File: config.mk
export PLATFORM = sky130hd
export DESIGN_NAME = bk_wide_add_seq
export DESIGN_NICKNAME = d
export VERILOG_FILES = /design/src/rtl/bk_pkg.sv /design/src/rtl/bk_wide_add_seq.sv
export SDC_FILE = /design/constraint.sdc
export NUM_CORES = 1
export LEC_CHECK = 0
export BUFFER_PORTS_ARGS = -buffer_cell sky130_fd_sc_hd__buf_2
export CAP_MARGIN = 20
export CORE_MARGIN = 4
export CORE_UTILIZATION = 30
export DETAILED_ROUTE_END_ITERATION = 6
export PLACE_DENSITY_LB_ADDON = 0.2
export SLEW_MARGIN = 40
export SYNTH_ARGS = -nofsm -noshare
export SYNTH_HDL_FRONTEND = slang
export SYNTH_SLANG_ARGS = --single-unit
export TNS_END_PERCENT = 1
File: constraint.sdc
create_clock -name clk -period 2.02 [get_ports clk]
set_clock_uncertainty 0.1 [all_clocks]
set_input_delay 0.404 -clock clk [delete_from_list [all_inputs] [get_ports clk]]
set_output_delay 0.404 -clock clk [all_outputs]
set_load 0.01 [all_outputs]
File: src/rtl/bk_pkg.sv
// Shared definitions for the Brent-Kung wide-add sequencer: slice width and FSM state encoding.
package bk_pkg;

  localparam int SLICE_W = 16;

  typedef enum logic [1:0] {
    IDLE,
    RUN,
    DONE
  } bk_seq_state_t;

endpackage

File: src/rtl/bk_wide_add_seq.sv
// Sequences an OPW-bit add through one external 16-bit adder, one slice per cycle, LSB first.
// Optional macro BK_SEQ_SUB_EN adds an in_sub port for A-B via inverted B and forced carry-in.
module bk_wide_add_seq
  import bk_pkg::*;
#(
  parameter int OPW = 32  // multiple of SLICE_W, at least SLICE_W
) (
  input  logic               clk,
  input  logic               rst_n,
  input  logic               in_valid,
  output logic               in_ready,
  input  logic [OPW-1:0]     in_a,
  input  logic [OPW-1:0]     in_b,
  input  logic               in_cin,
`ifdef BK_SEQ_SUB_EN
  input  logic               in_sub,
`endif
  output logic               out_valid,
  input  logic               out_ready,
  output logic [OPW-1:0]     out_sum,
  output logic               out_cout,
  output logic [SLICE_W-1:0] add_a,
  output logic [SLICE_W-1:0] add_b,
  output logic               add_cin,
  input  logic [SLICE_W-1:0] add_sum,
  input  logic               add_cout
);

  localparam int NSLICE = OPW / SLICE_W;
  localparam int IDX_W  = (NSLICE > 1) ? $clog2(NSLICE) : 1;
  localparam logic [IDX_W-1:0] LAST_IDX = IDX_W'(NSLICE - 1);

  bk_seq_state_t    state, state_nxt;
  logic [IDX_W-1:0] idx;
  logic [OPW-1:0]   a_reg, b_reg, sum_reg;
  logic             carry_reg;
  logic             accept;
  logic [OPW-1:0]   b_load;
  logic             carry_load;

  assign accept = in_valid && in_ready;

`ifdef BK_SEQ_SUB_EN
  // Two's-complement subtract: A + ~B + 1, so the caller's carry-in is overridden.
  assign b_load     = in_sub ? ~in_b : in_b;
  assign carry_load = in_sub ? 1'b1 : in_cin;
`else
  assign b_load     = in_b;
  assign carry_load = in_cin;
`endif

  // NOTE: sequential state uses non-blocking (<=) so every register samples pre-edge values.
  always_ff @(posedge clk or negedge rst_n) begin
    if (!rst_n) state <= IDLE;
    else        state <= state_nxt;
  end

  // NOTE: assign defaults first in always_comb so no path leaves a signal unassigned (latch).
  always_comb begin
    state_nxt = state;
    case (state)
      IDLE:    if (accept) state_nxt = RUN;
      RUN:     if (idx == LAST_IDX) state_nxt = DONE;
      DONE:    if (out_ready) state_nxt = IDLE;
      default: state_nxt = IDLE;
    endcase
  end

  // NOTE: data registers are reset too, so out_sum/out_cout read 0 from reset rather than X.
  always_ff @(posedge clk or negedge rst_n) begin
    if (!rst_n) begin
      idx       <= '0;
      a_reg     <= '0;
      b_reg     <= '0;
      sum_reg   <= '0;
      carry_reg <= 1'b0;
    end else begin
      case (state)
        IDLE: begin
          if (accept) begin
            a_reg     <= in_a;
            b_reg     <= b_load;
            carry_reg <= carry_load;
            idx       <= '0;
          end
        end
        RUN: begin
          for (int s = 0; s < NSLICE; s++) begin
            if (idx == IDX_W'(s)) sum_reg[s*SLICE_W +: SLICE_W] <= add_sum;
          end
          carry_reg <= add_cout;
          idx       <= (idx == LAST_IDX) ? '0 : idx + 1'b1;
        end
        default: ;
      endcase
    end
  end

  // Adder operands are only presented during RUN; the path through the adder is single-cycle.
  always_comb begin
    add_a   = '0;
    add_b   = '0;
    add_cin = 1'b0;
    if (state == RUN) begin
      for (int s = 0; s < NSLICE; s++) begin
        if (idx == IDX_W'(s)) begin
          add_a = a_reg[s*SLICE_W +: SLICE_W];
          add_b = b_reg[s*SLICE_W +: SLICE_W];
        end
      end
      add_cin = carry_reg;
    end
  end

  assign out_valid = (state == DONE);
  assign out_sum   = out_valid ? sum_reg : '0;
  assign out_cout  = out_valid ? carry_reg : 1'b0;
  // Gated with rst_n so the source never sees a handshake while reset is held.
  assign in_ready  = rst_n && (state == IDLE);

endmodule

==> reports/metrics.csv <==
stage;metric;value;unit
sta;Setup Viol. Count Final;1;
worst_setup_path;CP Max Fanout;35;
routing;wirelength, routed;10800;microns
clocking;Num CTS Buffers;9;
flow_run;Max-Cap Viols;0;
grt;first-pass GRT wire length;17200;microns
routing;post-DR vias/cell;4.51;
place;Final HPWL DP;7750;microns
place;DP Worst Slack;0.263;ns
sta;final slew viol count;0;
grt;largest net degree at the start of global routing;57;
power;cell-internal power;5790;uW
floorplanning;DIE HEIGHT;130;microns
synth;flops & latches, synth;100;
clocking;TritonCTS Sinks;100;
clocking;clk_lat worst skew;0.34;ns
routing;DR vias;3051;
place;Placed Cells;659;
clocking;deepest clock path buffer count;2;
worst_setup_path;crit path kind;reg -> out;
final_layout;commonest non-fill, non-tap cell in the layout;buf_2;
sta;Final Hold Viols;0;
status;failing checks;setup timing;
status;status;complete, but fails checks;
worst_setup_path;reg-to-reg endpoint;b_reg[28];
worst_setup_path;Worst setup EP type;output port;
floorplanning;full die area;16900;sq um
synth;EDFF count, synth;0;
worst_setup_path;R2R cell count;4;
power;IR Drop Worst-Case VDD;0.000521;V
grt;antenna violations before repair;1;
power;combinational share of power;0.399;
floorplanning;Std-Cell Rows;44;
power;clock power share;0.192;
sta;Final Cycle Share;1.00;
floorplanning;Initial Utilization;0.307;
floorplanning;core outline area;14600;sq um
final_layout;Final nets;574;
floorplanning;Die W;130;microns
worst_setup_path;Worst Setup SP;state[0];
synth;Async SR Flop Fraction;1.00;
sta;Worst Hold Slack;0.155;ns
sta;min setup slack post-route;-0.00634;ns
sta;fin crit period;2.03;ns
clocking;CTS tree;built;
synth;syn_area_per_cell;13.5;sq um
power;PwrDens;1480;nW/um^2
routing;routed length per placed instance;15.9;microns
routing;number of remaining DRC errors;0;
min_path;Tightest Hold Check Type;in -> reg;
power;Psw;2890;uW
worst_setup_path;Setup crit end;out_sum[0];
final_layout;non-filler instance count after layout;677;
final_layout;Ant. Diodes;0;
power;switch share;0.333;
clocking;root buffer cell;clkbuf_16;
synth;Mapped Area;4480;sq um
place;RD Place Congestion;0.734;
power;Leakage;0.00283;uW
synth;Post-Synthesis Cells;331;
place;# port buffers;153;
sta;RSZ-0062 raised after global routing;yes;
place;dpl cell area;5510;sq um
synth;Seq/Total Area, Yosys;0.559;
worst_setup_path;worst reg-to-reg setup slack;0.27;ns
worst_setup_path;WP data arrival;1.52;ns
final_layout;fillers;1419;
power;Seq pwr share;0.409;
clocking;CTS H-tree lvls;3;
sta;Max Fclk;0.494;GHz
worst_setup_path;CP Launch Type;register;
worst_setup_path;FF-to-FF Start;state[0];
routing;initial drt markers;69;
clocking;Clk pin slew, worst setup/hold paths;0.07;ns
grt;vias in the first global route;3319;
final_layout;share of cells above drive strength 1;0.465;
synth;syn_nets;417;
routing;post-route ant nets;0;
synth;Main synth FF type;dfrtp_1;
synth;Syn. warnings;0;
grt;GRT overflow;0;
grt;Total Routing Usage GR;0.131;
floorplanning;I/O Pins;154;
final_layout;final std cell area, no fill;5870;sq um
routing;drt pass-1 iters;4;
synth;synth unique cells;24;
sta;actual slew at the worst max-slew pin;0.546;ns
sta;Rel. slew slack;0.636;
worst_setup_path;Worst Path Required;1.52;ns
final_layout;Syn-to-layout area delta;31.1;%
final_layout;final core occ;0.402;
final_layout;most frequent cells in the layout;147 x buf_2, 98 x dfrtp_1, 55 x mux2_1, 41 x mux2_2, 34 x and2_1;
layer usage:
metal  track usage  routed length, microns  vias up
li1              -                       -     1454
met1         0.160                    4540     1493
met2         0.212                    5160       88
met3        0.0434                     868       14
met4        0.0587                     199        2
met5             0                       7        -
worst min-delay path by stage:
stage                    from  slack (ns)  cells past startpoint        end
floorplan               rst_n       0.008                      0   a_reg[0]
global placement        rst_n        0.11                      1  b_reg[31]
detailed placement      rst_n        0.11                      1  b_reg[31]
CTS                 out_ready        0.15                      2   state[1]
global route         in_a[27]        0.16                      2  a_reg[27]
finish              out_ready        0.15                      2   state[1]
synth_stat cells (2+ instances only):
cell / n / area share
nor2_1: 32 / 0.027
mux2_2: 41 / 0.10
buf_6: 2 / 0.0050
dfrtp_1: 100 / 0.56
mux2_1: 55 / 0.14
o21ai_0: 2 / 0.0022
nand2_1: 2 / 0.0017
and2_1: 34 / 0.048
mux2i_1: 32 / 0.072
and2b_1: 2 / 0.0034
buf_4: 5 / 0.0084
clkbuf_1: 6 / 0.0050
buf_2: 7 / 0.0078
power by group through the flow:
stage	logic, uW	registers [uW]	clock network (uW)
floorplan	2390	3390	0
global placement	3390	3520	0
detailed placement	3460	3590	0
CTS	3490	3560	1740
global route	3830	3690	1810
finish	3460	3550	1670
critical path, stage by stage, from the launching register on:
cell and delay, ns:
dfrtp_2 0.45, and2b_2 0.25, buf_12 0.17, and2_1 0.16, buf_2 0.13
final cells by class:
type	count	area, sq um	share of cell area
clock buffers	12	256	0.0437
multi-input cells	210	1870	0.319
repair buffers	166	970	0.165
flip-flops and latches	100	2500	0.427
inverters	1	3.75	0.000640
clock inverters	4	31.3	0.00533
well taps	184	230	0.0392
timing repair:
action	4_1_cts	5_1_grt
hold buffers	1	0
endpoints found under the hold margin	1	0
resized for setup	4	7
endpoints found under the setup margin	63	56
setup buffers	0	1
pin swaps	3	0
per-stage QoR:
step / setup TNS (ns) / total power, uW
floorplan: 0 / 5780
global placement: 0 / 6920
detailed placement: 0 / 7040
CTS: -0.918 / 8790
global route: -2.06 / 9340
finish: -0.00634 / 8670
cells by family (layout without fill, tap and decap cells):
| family | Yosys count | count (layout) | share of synthesized area |
|---|---|---|---|
| multiplexers | 128 | 128 | 0.313 |
| AND/OR/NAND/NOR | 77 | 77 | 0.0942 |
| AO/OA/AOI/OAI | 5 | 5 | 0.00671 |
| buffers and inverters | 21 | 183 | 0.0271 |
| flip-flops | 100 | 100 | 0.559 |
(Power assumes the default switching activity.)
